===== config.mk =====
export PLATFORM = sky130hd
export DESIGN_NAME = router_sync_n
export DESIGN_NICKNAME = d
export VERILOG_FILES = /design/src/rtl/router_sync_n.sv
export SDC_FILE = /design/constraint.sdc
export NUM_CORES = 1
export LEC_CHECK = 0
export CORE_MARGIN = 2
export CORE_UTILIZATION = 51
export DETAILED_ROUTE_END_ITERATION = 8
export PLACE_DENSITY = 0.83
export RECOVER_POWER = 50
export SLEW_MARGIN = 15
export SYNTH_ARGS = -nofsm -noshare
export SYNTH_HDL_FRONTEND = slang
export SYNTH_SLANG_ARGS = --single-unit

===== constraint.sdc =====
create_clock -name clk -period 3.8 [get_ports clk]
set_input_delay 0.38 -clock clk [delete_from_list [all_inputs] [get_ports clk]]
set_output_delay 0.38 -clock clk [all_outputs]
set_load 0.01 [all_outputs]

===== src/rtl/router_sync_n.sv =====
// router_sync_n: N-channel header address latch, FIFO write steering and per-channel unread-data timeout
// Ports:
//   clk, rst        rising-edge clock, synchronous active-high reset
//   din             destination address, latched when detect_addr is high
//   wr_en_reg       write request from the router FSM
//   full, empty     per-FIFO status flags
//   rd_en           per-FIFO read enables from downstream
//   clr_status      per-channel clear for timeout_sticky
//   wr_en           one-hot (or zero) write enable to the addressed FIFO
//   fifo_full       full flag of the addressed FIFO (forced high on a bad address)
//   vld_out         per-channel data valid
//   soft_reset      one-cycle timeout pulse per FIFO
//   addr_err        latched address does not name a channel
//   timeout_sticky  sticky record of soft_reset events
module router_sync_n #(
   parameter int NUM_CH  = 3,
   parameter int ADDR_W  = 2,
   parameter int TIMEOUT = 30,
   parameter int CNT_W   = 6
) (
   input  logic              clk,
   input  logic              rst,
   input  logic [ADDR_W-1:0] din,
   input  logic              detect_addr,
   input  logic              wr_en_reg,
   input  logic [NUM_CH-1:0] full,
   input  logic [NUM_CH-1:0] empty,
   input  logic [NUM_CH-1:0] rd_en,
   input  logic [NUM_CH-1:0] clr_status,
   output logic [NUM_CH-1:0] wr_en,
   output logic              fifo_full,
   output logic [NUM_CH-1:0] vld_out,
   output logic [NUM_CH-1:0] soft_reset,
   output logic              addr_err,
   output logic [NUM_CH-1:0] timeout_sticky
);
   logic [ADDR_W-1:0] addr_q;
   logic [NUM_CH-1:0] sel;
   logic [CNT_W-1:0]  cnt [NUM_CH];
   always_comb begin
      sel       = NUM_CH'(1) << addr_q;
      wr_en     = (wr_en_reg && !addr_err) ? sel : '0;
      // a bad address reports full so the FSM stalls instead of writing nowhere
      fifo_full = addr_err | (|(full & sel));
      vld_out   = ~empty;
   end
   always_ff @(posedge clk) begin
      if (rst) begin
         addr_q   <= '0;
         addr_err <= 1'b0;
      end else if (detect_addr) begin
         addr_q   <= din;
         addr_err <= 32'(din) >= 32'(NUM_CH);
      end
   end
   always_ff @(posedge clk) begin
      if (rst) begin
         soft_reset     <= '0;
         timeout_sticky <= '0;
         for (int i = 0; i < NUM_CH; i++) cnt[i] <= '0;
      end else begin
         // the registered pulse sets the flag, so a clear arriving while the pulse is visible loses
         timeout_sticky <= soft_reset | (timeout_sticky & ~clr_status);
         for (int i = 0; i < NUM_CH; i++) begin
            if (vld_out[i] && !rd_en[i]) begin
               soft_reset[i] <= cnt[i] == CNT_W'(TIMEOUT - 1);
               cnt[i]        <= (cnt[i] == CNT_W'(TIMEOUT - 1)) ? '0 : cnt[i] + 1'b1;
            end else begin
               soft_reset[i] <= 1'b0;
               cnt[i]        <= '0;
            end
         end
      end
   end
endmodule


==> reports/metrics.csv, run 1 <==
metric,value,unit
Avg WL per Cell,11.07,um
IO buf count,31,
"commonest non-fill, non-tap cell in the layout",clkdlybuf4s50_1,
Initial Util,54.85,%
"Clk Latency, worst-skew pair",0.32,ns
synth unique cells,26,
die height,53.01,um
core area,2233,sq um
CP Class,input pin to output port,
dpl hpwl,1.705,mm
"commonest non-fill, non-tap cells in the layout","27 x clkdlybuf4s50_1, 20 x nor2_1, 15 x dfxtp_1, 12 x edfxtp_1, 12 x conb_1",
layout cells sized above 1,3.030,%
clock root cell,clkbuf_4,
arrival time at the worst endpoint,1.77,ns
area of the multi-input gates,563.0,sq um
Setup Skew,0.003858,ns
Leakage,0.6252,nW
Worst Hold Class,flip-flop to flip-flop,
Max Fclk,465.8,MHz
Hold Fails Final Rpt,0,
mean post-synth cell area,10.21,sq um
largest net degree at the start of global routing,15,
max_cap viols,0,
vias per inst,4.839,
"top cells by area, synth","edfxtp_1 29%, dfxtp_1 25%, ha_1 6.1%, nor2_1 6.1%, xor2_1 4.3%",
Die ar.,2810,sq um
Slew @ Worst Pin,0.6163,ns
pwr dens,304.0,nW/um^2
CTS buffer count,3,
Setup TNS,0,ns
Final Setup Violations,0,
share of Yosys cell area claimed by the top area cell type,29.42,%
htree depth,1,
status,finished clean,
Crit. Startpoint,wr_en_reg,
clock-pin transition on the worst setup and hold timing paths,0.13,ns
io pins,32,
Tmin final,2.147,ns
register area share after synthesis,53.93,%
Routed WL,2.137,mm
Sink Count,27,
Synth Cell Area,1225,sq um
global-route wire length before repair,3.505,mm
CTS tree,built,
Chip Width,53.01,um
Layout area overhead,33.30,%
Mapped Cells,120,
DP Area,1607,sq um
Vias,934,
DR WL met2,980,um
initial antenna violation count,0,
Max Slew Vio Count,0,
ANT nets after route,0,
CTS Buffer Depth,2,
CP required,3.42,ns
vias in the first global route,869,
Setup Buffers After CTS,0,
post-route cell area,1633,sq um
maximum fanout along the worst path,3,
GRT Util Overall,17.72,%
fill cell count,165,
"Hold-fix buffers, CTS",0,
Power Total,0.4964,mW
Slew Limit Headroom,58.48,%
"FF+latch count, synth",27,
leading area contributor after synthesis,edfxtp_1,
# rows,17,
unrepaired setup endpoints after global routing,no,
Nets,190,
period utilisation layout,56.50,%
post_cts resized,0,
RePlAce Congestion,0.7561,
Top Metal Used,met4,
n_diodes,0,
Yosys warnings,0,
"Core Util, Final",73.11,%
crit path launch type,input pin,
Peak supply drop,289.2,uV
gr ovfl total,0,
hold_sp,soft_reset[1],
Reg2Reg Launch Point,cnt[1][1],
DR WL met3,150,um
drt initial violations,9,
critical path capture point type,output port,
first-pass iteration count of the detailed router,4,
M1 wire length,958,um
DRC,0,
FF+latch area,660.6,sq um
[state kept, by name (all words and copies together), names as in the netlist]
name / count
cnt: 18
soft_reset: 3
timeout_sticky: 3
addr_q: 2
addr_err: 1
[worst max-delay path, cell delays in order]
cell             delay [ns]
clkdlybuf4s50_1        0.49
nor4b_1                0.30
clkdlybuf4s50_1        0.60
[final cells by class]
class	instances	area share, %
Multi-Input combinational cell	93	34.48
Inverter	10	2.299
Timing Repair Buffer	31	19.00
Tap cell	28	2.146
Clock buffer	4	1.609
Sequential cell	27	40.46
[path summary, 6_finish.rpt]
path	endpoint	slack (ns)	depth (start not counted)
hold / removal	timeout_sticky[1]	0.48	2
hold reg to reg	timeout_sticky[1]	0.48	2
setup reg to reg	cnt[1][4]	2.23	5
setup / recovery	wr_en[1]	1.65	3
[Yosys cell counts]
cell and number:
conb_1 1, or3_1 1, nand2_1 3, or4_1 2, nand4_1 1, nor3b_1 3, nand3_1 7, inv_1 10
a21oi_1 5, o21ai_0 6, xor2_1 6, ha_1 6, o21ai_1 1, a31oi_1 1, dfxtp_1 15, nor2_1 20
nand2b_1 3, nor4bb_1 1, nand3_2 2, mux2i_1 3, a21boi_1 2, xnor2_1 3, nor4b_1 2, nor3_1 3
buf_2 1, edfxtp_1 12
[per-layer routing]
| layer | GRT usage (%) | up-vias |
|---|---|---|
| met5 | 0 | - |
| li1 | - | 490 |
| met2 | 30.21 | 28 |
| met4 | 11.11 | 0 |
| met3 | 3.672 | 4 |
| met1 | 20.04 | 412 |
[stage by stage]
stage          worst slack [ns]  hold slack, ns  instances
6_report                  1.653          0.4785        193
5_1_grt                   1.520          0.5015        193
4_1_cts                   1.655          0.4863        193
3_5_place_dp              1.662          0.4594        189
3_3_place_gp              1.722          0.4444        189
2_1_floorplan             2.395          0.4284        131
[report_power, final]
part,switching [mW],internal [mW]
clock network,0.0770,0.0411
registers,0.00925,0.312
logic,0.0227,0.0345
[cell families (layout without fill, tap and decap cells)]
family | count (synthesis) | in the layout | share of synthesized area [%]
AO/OA/AOI/OAI | 15 | 15 | 6.639
XOR/XNOR | 9 | 9 | 6.435
adder cells (fa/ha/maj) | 6 | 6 | 6.129
buffers and inverters | 11 | 45 | 3.473
flip-flops | 27 | 27 | 53.93
multiplexers | 3 | 3 | 2.452
other | 1 | 12 | 0.3061
AND/OR/NAND/NOR | 48 | 48 | 20.63
(Power assumes the default switching activity.)
==> run 2, diff against run 1 <==
Settings changed: CORE_UTILIZATION 51 to 43, PLACE_DENSITY 0.83 to 0.75.
Clock period 3.8 ns to 1.95 ns, I/O delays scaled along.
==> reports/metrics.csv, run 2 (synthesized netlist as in run 1, its figures left out) <==
metric,value,unit
status,finished clean,
clock-pin transition on the worst setup and hold timing paths,0.15,ns
biggest regs,"cnt x18, soft_reset x3, timeout_sticky x3",
layout cells sized above 1,4.819,%
CTS buffer count,3,
largest net degree at the start of global routing,17,
Hold WS,0.4592,ns
Slew Limit Headroom,58.51,%
io pins,32,
CTS Buffer Depth,2,
DRC,0,
initial antenna violation count,0,
DP Area,1618,sq um
period utilisation layout,93.55,%
crit path launch type,flip-flop,
Layout area overhead,34.83,%
first-pass iteration count of the detailed router,6,
vias per inst,4.848,
Slew @ Worst Pin,0.6158,ns
unrepaired setup endpoints after global routing,no,
pwr dens,595.7,nW/um^2
GRT Util Overall,14.15,%
Routed WL,2.268,mm
"setup slack, reg-to-reg",0.36,ns
max_cap viols,0,
Setup Skew,0.006500,ns
Setup TNS,0,ns
IO buf count,31,
max reg flops,18,
CP Class,flip-flop to output port,
Final Setup Violations,0,
Chip Width,57.37,um
maximum fanout along the worst path,5,
Vias,955,
htree depth,1,
Avg WL per Cell,11.51,um
CP required,1.75,ns
vias in the first global route,923,
n_diodes,0,
arrival time at the worst endpoint,1.63,ns
ANT nets after route,0,
Max Fclk,548.2,MHz
Nets,191,
Tmin final,1.824,ns
dpl hpwl,1.825,mm
Worst Hold Class,input pin to flip-flop,
Sink Count,27,
"Clk Latency, worst-skew pair",0.32,ns
gr ovfl total,0,
Initial Util,44.81,%
clock root cell,clkbuf_4,
Die ar.,3291,sq um
global-route wire length before repair,3.726,mm
"Most flops, register",cnt,
critical path capture point type,output port,
Hold Fails Final Rpt,0,
die height,57.37,um
"Hold-fix buffers, CTS",0,
Max Slew Vio Count,0,
drt initial violations,21,
Leakage,0.6267,nW
CTS tree,built,
RePlAce Congestion,0.7376,
"commonest non-fill, non-tap cells in the layout","23 x clkdlybuf4s50_1, 20 x nor2_1, 14 x dfxtp_1, 12 x edfxtp_1, 12 x conb_1",
"commonest non-fill, non-tap cell in the layout",clkdlybuf4s50_1,
core area,2734,sq um
Peak supply drop,371.9,uV
post-route cell area,1652,sq um
# rows,19,
[run 2: path summary, 6_finish.rpt]
| kind | from | cells past startpoint | to |
|---|---|---|---|
| hold reg to reg | soft_reset[2] | 2 | timeout_sticky[2] |
| setup reg to reg | cnt[0][1] | 5 | cnt[0][3] |
| hold / removal | din[0] | 3 | addr_err |
| setup / recovery | addr_q[0] | 3 | wr_en[1] |
[run 2: layout make-up]
type / instances / area [sq um]
Timing Repair Buffer: 32 / 314.1
Sequential cell: 27 / 661.9
Clock inverter: 1 / 7.507
Clock buffer: 3 / 22.52
Tap cell: 31 / 38.79
Fill cell: 245 / 1082
Multi-Input combinational cell: 93 / 569.3
Inverter: 10 / 37.54
[run 2: metal layers]
layer / share of wire [%] / wire length (um) / vias up / track usage, %
met2: 51 / 1152 / 24 / 26.95
met1: 45 / 1012 / 438 / 16.18
met3: 4.5 / 103 / 0 / 2.041
met5: 0 / 0 / - / 0
li1: - / - / 493 / -
met4: 0 / 0 / 0 / 3.987
[run 2: what timing repair did]
action                                 CTS  global route
setup endpoints to repair                0             2
endpoints found under the hold margin    0             0
gates resized for setup                  0             2
setup buffers                            0             0
[run 2: per-stage QoR]
| stage | power [mW] | cells | util [%] | worst slack (ns) |
|---|---|---|---|---|
| final | 0.9838 | 197 | 60.41 | 0.1259 |
| after global placement | 0.7472 | 193 | 59.18 | 0.2455 |
| after floorplan | 0.6838 | 131 | - | 0.5448 |
| after detailed placement | 0.7525 | 193 | 59.18 | 0.1761 |
| after CTS | 0.9950 | 197 | 60.27 | 0.05883 |
| after global routing | 1.035 | 197 | 60.41 | 0.01708 |
[run 2: worst max-delay path: stages (launching register included)]
cell,delay [ns]
dfxtp_2,0.41
inv_1,0.07
nor4b_1,0.24
clkdlybuf4s50_1,0.59
[run 2: power breakdown]
group	total (mW)	switching, mW	internal, mW
clock network	0.246	0.168	0.0784
logic	0.111	0.0446	0.0666
registers	0.627	0.0183	0.608
